### src/rtl/perf_pkg.sv
// Shared types and helpers for the performance monitor.
// Holds the FSM state encoding and the nibble extraction used by the readout path.
package perf_pkg;

  typedef enum logic [1:0] {
    IDLE = 2'd0,
    RUN  = 2'd1,
    DONE = 2'd2,
    HUNG = 2'd3
  } perf_state_t;

  localparam int unsigned COUNT_WIDTH_DEFAULT = 32;
  localparam int unsigned DIGITS              = COUNT_WIDTH_DEFAULT / 4;
  localparam int unsigned NIBBLE_SRC_WIDTH    = 64;

  // Counters are zero-extended to NIBBLE_SRC_WIDTH before calling; digits past the end read 0.
  function automatic logic [3:0] nibble_of(input logic [NIBBLE_SRC_WIDTH-1:0] count,
                                           input int unsigned idx);
    if (idx >= NIBBLE_SRC_WIDTH / 4) return '0;
    return count[4*idx +: 4];
  endfunction

endpackage

### src/rtl/perf_channel.sv
// One saturating event counter with a sticky saturation flag.
// Never wraps: an increment attempted at all-ones leaves the count and sets sat.
module perf_channel #(
  parameter int unsigned COUNT_WIDTH = 32
) (
  input  logic                   clk,
  input  logic                   resetN,
  input  logic                   clr,
  input  logic                   en,
  input  logic                   inc,
  output logic [COUNT_WIDTH-1:0] count,
  output logic                   sat
);

  always_ff @(posedge clk or negedge resetN) begin
    if (!resetN) begin
      count <= '0;
      sat   <= 1'b0;
    end else if (clr) begin
      count <= '0;
      sat   <= 1'b0;
    end else if (en && inc) begin
      if (count == '1) sat <= 1'b1;
      else             count <= count + COUNT_WIDTH'(1);
    end
  end

endmodule

### src/rtl/perf_monitor.sv
// Multi-channel performance monitor: cycle plus event counters between start and completion,
// with hang detection on a stalled PC and a registered nibble readout for the hex displays.
module perf_monitor
  import perf_pkg::*;
#(
  parameter int unsigned NUM_CHANNELS = 4,
  parameter int unsigned COUNT_WIDTH  = 32,
  parameter int unsigned PC_WIDTH     = 10,
  parameter int unsigned FINAL_PC     = 2**PC_WIDTH - 1,
  parameter int unsigned HANG_LIMIT   = 1024,
  parameter int unsigned AUTO_START   = 1
) (
  input  logic                               clk,
  input  logic                               resetN,
  input  logic [PC_WIDTH-1:0]                pc,
  input  logic [NUM_CHANNELS-1:0]            ev,
  input  logic                               start,
  input  logic                               clear,
  input  logic [$clog2(NUM_CHANNELS)-1:0]    rd_ch,
  input  logic [$clog2(COUNT_WIDTH/4)-1:0]   rd_digit,
  output logic [3:0]                         rd_nibble,
  output logic [1:0]                         state,
  output logic                               running,
  output logic                               finished,
  output logic                               hung,
  output logic [NUM_CHANNELS-1:0]            saturated
);

  localparam int unsigned HANG_W   = (HANG_LIMIT > 1) ? $clog2(HANG_LIMIT) : 1;
  localparam int unsigned HANG_MAX = (HANG_LIMIT > 0) ? HANG_LIMIT - 1 : 0;

  perf_state_t             state_q, state_n;
  logic [HANG_W-1:0]       hang_q, hang_n;
  logic [PC_WIDTH-1:0]     pc_prev;
  logic [COUNT_WIDTH-1:0]  counts [NUM_CHANNELS];
  logic [3:0]              rd_next;
  logic                    pc_same, pc_final;
  logic                    unused_ev0;

  // Channel 0 counts cycles, so its event strobe is not used.
  assign unused_ev0 = ev[0];

  assign pc_same  = (pc == pc_prev);
  assign pc_final = (pc == PC_WIDTH'(FINAL_PC));

  for (genvar k = 0; k < NUM_CHANNELS; k++) begin : g_ch
    perf_channel #(.COUNT_WIDTH(COUNT_WIDTH)) u_ch (
      .clk    (clk),
      .resetN (resetN),
      .clr    (clear),
      .en     (state_q == RUN),
      .inc    ((k == 0) ? 1'b1 : ev[k]),
      .count  (counts[k]),
      .sat    (saturated[k])
    );
  end

  always_comb begin
    state_n = state_q;
    hang_n  = hang_q;
    if (clear) begin
      state_n = IDLE;
      hang_n  = '0;
    end else begin
      unique case (state_q)
        IDLE: begin
          hang_n = '0;
          if (AUTO_START != 0 || start) state_n = RUN;
        end
        RUN: begin
          hang_n = pc_same ? hang_q + HANG_W'(1) : '0;
          // Completion is checked last so it overrides a hang on the same edge.
          if (HANG_LIMIT != 0 && pc_same && hang_q == HANG_W'(HANG_MAX)) state_n = HUNG;
          if (pc_final) state_n = DONE;
        end
        default: hang_n = '0;
      endcase
    end
  end

  always_comb begin
    rd_next = '0;
    if (NUM_CHANNELS > 32'(rd_ch))
      rd_next = nibble_of(NIBBLE_SRC_WIDTH'(counts[rd_ch]), 32'(rd_digit));
  end

  always_ff @(posedge clk or negedge resetN) begin
    if (!resetN) begin
      state_q   <= IDLE;
      hang_q    <= '0;
      pc_prev   <= '0;
      rd_nibble <= '0;
    end else begin
      state_q   <= state_n;
      hang_q    <= hang_n;
      pc_prev   <= pc;
      rd_nibble <= rd_next;
    end
  end

  assign state    = state_q;
  assign running  = (state_q == RUN);
  assign finished = (state_q == DONE) || (state_q == HUNG);
  assign hung     = (state_q == HUNG);

endmodule

### config.mk
export PLATFORM = sky130hd
export DESIGN_NAME = perf_monitor
export DESIGN_NICKNAME = d
export VERILOG_FILES = /design/src/rtl/perf_pkg.sv /design/src/rtl/perf_channel.sv /design/src/rtl/perf_monitor.sv
export SDC_FILE = /design/constraint.sdc
export NUM_CORES = 1
export LEC_CHECK = 0
export ABC_AREA = 1
export CAP_MARGIN = 20
export CORE_MARGIN = 2
export CORE_UTILIZATION = 42
export CTS_CLUSTER_DIAMETER = 150
export CTS_CLUSTER_SIZE = 10
export DETAILED_ROUTE_END_ITERATION = 8
export GPL_TIMING_DRIVEN = 1
export PLACE_DENSITY = 0.61
export SYNTH_ARGS = -nofsm -noshare
export SYNTH_HDL_FRONTEND = slang
export SYNTH_SLANG_ARGS = --single-unit
### constraint.sdc
create_clock -name clk -period 1.9 [get_ports clk]
set_input_delay 0.285 -clock clk [delete_from_list [all_inputs] [get_ports clk]]
set_output_delay 0.285 -clock clk [all_outputs]
set_load 0.005 [all_outputs]
==> run metrics, run 1 <==
result of the run completed; share of post-route cells with drive strength above 1 between 10% and 20%; number of fill cells in the layout 2712; std cell rows 60; port buffer count 33; number of search-and-repair iterations in the first detailed-routing pass 5; Final Non-Filler Cells 2324; highest clock frequency the design can meet 549.1 MHz; post-synthesis to final-layout area growth 18.20%; DRT iter0 DRCs ~1100; via count of the first global-routing pass 11190; post-layout net count around 2000; area share of the largest cell type after synthesis 34.50%; Synthesized Nets approximately 1900; post-route clock skew 0.01562 ns; yosys synthesis warning count 0; buffers and inverters on the worst path 3; most frequent cells after synthesis sky130_fd_sc_hd__nand2_1, sky130_fd_sc_hd__nor2_1, sky130_fd_sc_hd__nand3_1; Via density 5.149; antenna violations before repair 0; total number of vias 11970; final sum of negative setup slack 0 ns; cell total after placement 2288; Finished Cell Area between 10000 and 15000 um^2; Final Power 8.204 mW; Post-Synthesis Cell Area 11460 um^2; average size of a mapped cell 6.165 um^2; TritonCTS clock tree built; Die Ht around 170 um; kind of critical path flop to output pin; worst slew margin relative to its limit 58.25%; largest area contributor in the netlist sky130_fd_sc_hd__dfrtp_1; number of DRC violations after detailed routing 0; RePlAce Congestion roughly 1; Yosys reg bits 158; number of sinks driven by the clock tree 158; worst min-delay path class input pin to flop; type of destination of the critical path output pin; power per standard cell area 605.6 nW/um^2; CTS H-tree depth 4; worst-path maximum fanout 3; pin count of the biggest net entering global routing 51; initial core utilization a little over two fifths; Antenna Cells 0; worst stage delay on the critical path 0.48 ns; overall track demand over capacity in global routing 26.11%; sequential-to-total area share from yosys stat about 34%; area occupied by multi-input gates between 6000 and 7000 um^2; global-route wire length before repair 58710 um; leakage component of the power 5.704 nW; detailed-route wire length about 36000 um; CTS clk-pin slew, worst paths 0.07 ns; Post-DRT Antenna Nets 0; setup-violating endpoint count in the final report 0; number of endpoints with negative hold slack in the final report 0; placed cell area 12880 um^2; Post-synth EDFFs 0; distinct cell type count of the synthesized netlist 31; async set or reset register ratio after synthesis 100.0%; Max stage delay cell, worst path sky130_fd_sc_hd__clkdlybuf4s50_1; ys flop type sky130_fd_sc_hd__dfrtp_1; final critical-path share of the clock period 95.86%; clock root buffer sky130_fd_sc_hd__clkbuf_16; Die Wd 169.2 um; number of top-level pins 36; Worst Max-Slew Pin Slew 0.6198 ns; instance count of the mapped netlist 1859; signal arrival time at the worst endpoint 1.54 ns; Congestion Overflow GR 0; most repeated cell in the gate-level netlist after synthesis sky130_fd_sc_hd__nand2_1; cell types with the largest area share after synthesis sky130_fd_sc_hd__dfrtp_1, sky130_fd_sc_hd__nand2_1, sky130_fd_sc_hd__nand3_1; CP Data Required Time 1.62 ns; total CTS buffers 17; startpoint kind of the worst setup timing path flop; critical-path cell list buf_4 -> nand2_1 -> inv_1 -> clkdlybuf4s50_1; highest ir drop seen on vdd 0.3637 mV; Seq. cell area 3956 um^2; Period minus WS final around 1.8 ns; Max Cap Violations 0; number of buffers between clock root and the deepest sink 2; clock latency on the worst-skew pair 0.45 ns; per-cell routed wire length 15.39 um; Slew Limit Fails 0; top cell family by delay on the critical path buffers and inverters; total die area 28630 um^2; CORE AREA 26880 um^2; detailed placer's ending HPWL between 20000 and 30000 um
[timing repair]
action / 4_1_cts / 5_1_grt
gates resized for setup: 4 / 9
buffers inserted: 2 / 1
endpoints found under the setup margin: 1 / 26
endpoints found under the hold margin: 45 / 0
pin swaps: 0 / 2
hold buffers: 1 / 0
[path summary, 6_finish.rpt]
kind                       slack (ns)                              start                                 end  cells after the start
setup / recovery                 0.08               state[0]$_DFFE_PN0P_                                hung                      4
hold / removal                   0.35                              pc[7]                pc_prev[7]$_DFF_PN0_                      1
setup reg to reg                 0.10  g_ch[2].u_ch.count[6]$_DFFE_PN0P_   g_ch[2].u_ch.count[3]$_DFFE_PN0P_                     10
hold reg to reg                  0.46                hang_q[0]$_DFF_PN0_                 hang_q[0]$_DFF_PN0_                      1
max in group asynchronous        0.84                             resetN  g_ch[1].u_ch.count[10]$_DFFE_PN0P_                      3
min in group asynchronous        0.37                             resetN                pc_prev[9]$_DFF_PN0_                      2
[where the power goes]
group / leakage, nW / total, mW / switching, mW / internal, mW
clock: 0.290 / 3.68 / 1.64 / 2.04
combinational: 3.25 / 1.05 / 0.662 / 0.389
sequential: 2.17 / 3.47 / 0.0445 / 3.43
[layer usage]
metal	global-route usage [%]	vias up	part of all wire, %
met4	8.361	0	2.8
li1	-	6078	-
met3	3.988	61	5.1
met2	42.15	303	46
met1	36.03	5525	46
met5	0	-	0
[cell usage in the layout, fill, tap and decap left out, types with 5 or more instances in the layout]
master                            count
sky130_fd_sc_hd__a21oi_1             35
sky130_fd_sc_hd__buf_12              11
sky130_fd_sc_hd__buf_4              111
sky130_fd_sc_hd__clkbuf_16           17
sky130_fd_sc_hd__clkdlybuf4s50_1     31
sky130_fd_sc_hd__dfrtp_1            156
sky130_fd_sc_hd__ha_1                 5
sky130_fd_sc_hd__inv_1              146
sky130_fd_sc_hd__inv_6                6
sky130_fd_sc_hd__nand2_1            722
sky130_fd_sc_hd__nand2_2              9
sky130_fd_sc_hd__nand3_1            219
sky130_fd_sc_hd__nand4_1              5
sky130_fd_sc_hd__nor2_1             259
sky130_fd_sc_hd__nor2_4               7
sky130_fd_sc_hd__nor3_1               5
sky130_fd_sc_hd__o21ai_0            115
sky130_fd_sc_hd__o21ai_1             13
sky130_fd_sc_hd__o21ai_2             15
sky130_fd_sc_hd__o21bai_1             5
sky130_fd_sc_hd__or2_2               15
sky130_fd_sc_hd__xnor2_1             13
sky130_fd_sc_hd__xor2_1              29
[metrics by stage]
stage                     utilization [%]  hold WS (ns)  setup WS, ns
after floorplan                         -      -0.01059        0.1222
after global placement              47.92        0.2767      -0.08461
after detailed placement            47.92        0.2738      -0.09325
after CTS                           50.29        0.3362       0.03236
after global routing                50.41        0.3441     -0.007579
final                               50.41        0.3528       0.07868
[layout make-up]
cell class | count | share of cell area, %
clock inverter | 13 | 1.118
multi-input combinational | 1481 | 48.41
tap | 341 | 3.150
clock buffer | 19 | 3.344
inverter | 153 | 4.267
timing repair buffer | 159 | 10.51
sequential | 158 | 29.20
[kinds of logic (layout without fill, tap and decap cells)]
group | Yosys count | after routing | synth area share [%]
flops | 158 | 158 | 34.50
fa+ha+maj | 5 | 5 | 0.5459
buf+inv | 220 | 344 | 8.417
simple gates | 1250 | 1250 | 44.67
compound gates | 184 | 184 | 8.657
xor+xnor | 42 | 42 | 3.210
[state kept, by name (all words and copies together), names as in the netlist]
| signal | cells |
|---|---|
| g_ch.u_ch.count | 128 |
| g_ch.u_ch.sat | 4 |
| rd_nibble | 4 |
| pc_prev | 10 |
| state | 2 |
| hang_q | 10 |
[worst reg2reg max path: stages (launching register included)]
cell and delay [ns]:
sky130_fd_sc_hd__dfrtp_1 0.46, sky130_fd_sc_hd__nand2_1 0.10, sky130_fd_sc_hd__nor2_1 0.21, sky130_fd_sc_hd__nand2_2 0.15, sky130_fd_sc_hd__nor2_4 0.17, sky130_fd_sc_hd__nand3_1 0.10
sky130_fd_sc_hd__nand2_2 0.11, sky130_fd_sc_hd__buf_6 0.16, sky130_fd_sc_hd__inv_2 0.10, sky130_fd_sc_hd__nand2_1 0.07, sky130_fd_sc_hd__o21ai_1 0.06
(Power assumes the default switching activity.)
==> run 2, diff against run 1 <==
--- a/config.mk
+++ b/config.mk
@@ -14,6 +14,7 @@
 export DETAILED_ROUTE_END_ITERATION = 8
 export GPL_TIMING_DRIVEN = 1
 export PLACE_DENSITY = 0.61
+export SLEW_MARGIN = 0
 export SYNTH_ARGS = -nofsm -noshare
 export SYNTH_HDL_FRONTEND = slang
 export SYNTH_SLANG_ARGS = --single-unit
==> results of run 2 <==
Final layout, timing and power as in run 1 (identical DEF).
==> run 3, diff against run 2 <==
--- a/config.mk
+++ b/config.mk
@@ -7,7 +7,6 @@
 export LEC_CHECK = 0
 export ABC_AREA = 1
 export CAP_MARGIN = 20
-export CORE_MARGIN = 2
 export CORE_UTILIZATION = 42
 export CTS_CLUSTER_DIAMETER = 150
 export CTS_CLUSTER_SIZE = 10
==> run 3 against run 2 <==
Net effect:
- die area decreased by 2.4%
- worst setup slack gained 0.0020 ns
- non-clock buffer count down 3
- first-iteration DRC count rose by 6.4%
- routed wire length increased by 1.3%
- global-route usage increased by 0.54 points
- critical endpoint unchanged
- highest routed layer unchanged
==> run metrics, run 3 (synthesis results as in run 1) <==
Congestion Overflow GR 0; type of destination of the critical path output pin; pin count of the biggest net entering global routing 46; top layer used by detailed routing met4; antenna violations before repair 0; Worst Max-Slew Pin Slew 0.5163 ns; per-cell routed wire length ~16 um; port buffer count 33; result of the run completed; Antenna Cells 0; std cell rows 60; CORE AREA 26880 um^2; initial core utilization a little over two fifths; post-route clock skew 0.01146 ns; worst-path maximum fanout 3; total number of vias 12000; leakage component of the power 5.716 nW; total CTS buffers 17; Via density 5.169; final sum of negative setup slack 0 ns; CP Data Required Time 1.62 ns; Post-DRT Antenna Nets 0; worst min-delay path class input pin to flop; CTS H-tree depth 4; number of DRC violations after detailed routing 0; DRT iter0 DRCs roughly 1200; cell total after placement 2280; total die area 27950 um^2; global-route wire length before repair 58620 um; Die Ht between 150 and 200 um; number of buffers between clock root and the deepest sink 2; leading cell types in the layout, fill and taps excluded sky130_fd_sc_hd__nand2_1, sky130_fd_sc_hd__nor2_1, sky130_fd_sc_hd__nand3_1; Die Wd 167.2 um; Period minus WS final 1.819 ns; max reg flops 128; Seq. cell area 3959 um^2; clock latency on the worst-skew pair 0.44 ns; final standard cell utilization of the core roughly half; share of post-route cells with drive strength above 1 around 11%; setup-violating endpoint count in the final report 0; number of search-and-repair iterations in the first detailed-routing pass 6; detailed placer's ending HPWL between 20000 and 30000 um; post-synthesis to final-layout area growth 18.73%; Final Non-Filler Cells 2321; area occupied by multi-input gates 6563 um^2; TritonCTS clock tree built; final worst-path setup slack 0.08071 ns; final critical-path share of the clock period 95.75%; RePlAce Congestion between 0.9 and 1; worst slew margin relative to its limit 65.58%; Final Power 8.234 mW; signal arrival time at the worst endpoint 1.53 ns; number of sinks driven by the clock tree 158; number of fill cells in the layout 2721; met2 WL 17100 um; amount of wire on met3 after detailed routing 1906 um; leading cell type in the layout, fill and taps excluded sky130_fd_sc_hd__nand2_1; highest clock frequency the design can meet 549.7 MHz; overall track demand over capacity in global routing approximately a quarter; power per standard cell area 605.1 nW/um^2; clock root buffer sky130_fd_sc_hd__clkbuf_16; Post-Place Setup Slack -0.1267 ns; Slew Limit Fails 0; registers with the most flip-flops g_ch.u_ch.count: 128 flops, hang_q: 10 flops, pc_prev: 10 flops; detailed-routing wirelength on met1 between 15000 and 20000 um; startpoint kind of the worst setup timing path flop; kind of critical path flop to output pin; Max Cap Violations 0; detailed-route wire length 36230 um; post-layout net count 1995; highest ir drop seen on vdd 0.5085 mV; via count of the first global-routing pass 11060; register ranked first by flip-flop count g_ch.u_ch.count; number of endpoints with negative hold slack in the final report 0; CTS clk-pin slew, worst paths around 0.07 ns; number of top-level pins 36
run 3: path summary, 6_finish.rpt:
check / slack [ns] / from / depth (start not counted) / end
setup / recovery: 0.08 / state[0]$_DFFE_PN0P_ / 4 / hung
hold / removal: 0.36 / pc[7] / 1 / pc_prev[7]$_DFF_PN0_
setup reg to reg: 0.15 / g_ch[3].u_ch.count[0]$_DFFE_PN0P_ / 9 / g_ch[3].u_ch.count[4]$_DFFE_PN0P_
hold reg to reg: 0.45 / hang_q[0]$_DFF_PN0_ / 1 / hang_q[0]$_DFF_PN0_
max in group asynchronous: 0.94 / resetN / 3 / g_ch[3].u_ch.count[31]$_DFFE_PN0P_
min in group asynchronous: 0.37 / resetN / 2 / g_ch[3].u_ch.count[2]$_DFFE_PN0P_
run 3: where the power goes:
group          switching, mW  internal [mW]  total, mW
Combinational          0.662          0.413       1.07
Sequential            0.0485           3.43       3.47
Clock                   1.54           2.15       3.69
run 3: worst max-delay path: stages (launching register included):
cell and delay, ns:
sky130_fd_sc_hd__dfrtp_1 0.42, sky130_fd_sc_hd__buf_6 0.12, sky130_fd_sc_hd__nand2_1 0.04, sky130_fd_sc_hd__inv_1 0.04, sky130_fd_sc_hd__clkdlybuf4s50_1 0.48
run 3: metrics by stage:
| step | hold WS, ns | cell area (um^2) |
|---|---|---|
| global route | 0.3503 | 13610 |
| finish | 0.3630 | 13610 |
| floorplan | -0.01059 | 11460 |
| detailed placement | 0.2719 | 12870 |
| global placement | 0.2743 | 12870 |
| CTS | 0.3493 | 13510 |
run 3: repair_timing:
action | 4_1_cts | 5_1_grt
hold endpoints to repair | 39 | 0
gates cloned | 0 | 1
gates resized for setup | 5 | 10
hold buffers | 1 | 0
pin swaps | 0 | 2
setup buffers | 1 | 6
setup endpoints to repair | 1 | 55
run 3: final cells by class:
type | count | share of cell area [%]
Clock inverter | 12 | 1.177
Timing Repair Buffer | 156 | 10.77
Multi-Input combinational cell | 1481 | 48.23
Sequential cell | 158 | 29.09
Clock buffer | 20 | 3.356
Inverter | 153 | 4.248
Tap cell | 341 | 3.135
run 3: routing by layer:
| metal | GRT usage [%] | vias to the layer above |
|---|---|---|
| met5 | 0 | - |
| met4 | 8.337 | 0 |
| met3 | 3.545 | 50 |
| met2 | 44.01 | 344 |
| met1 | 36.19 | 5529 |
| li1 | - | 6074 |
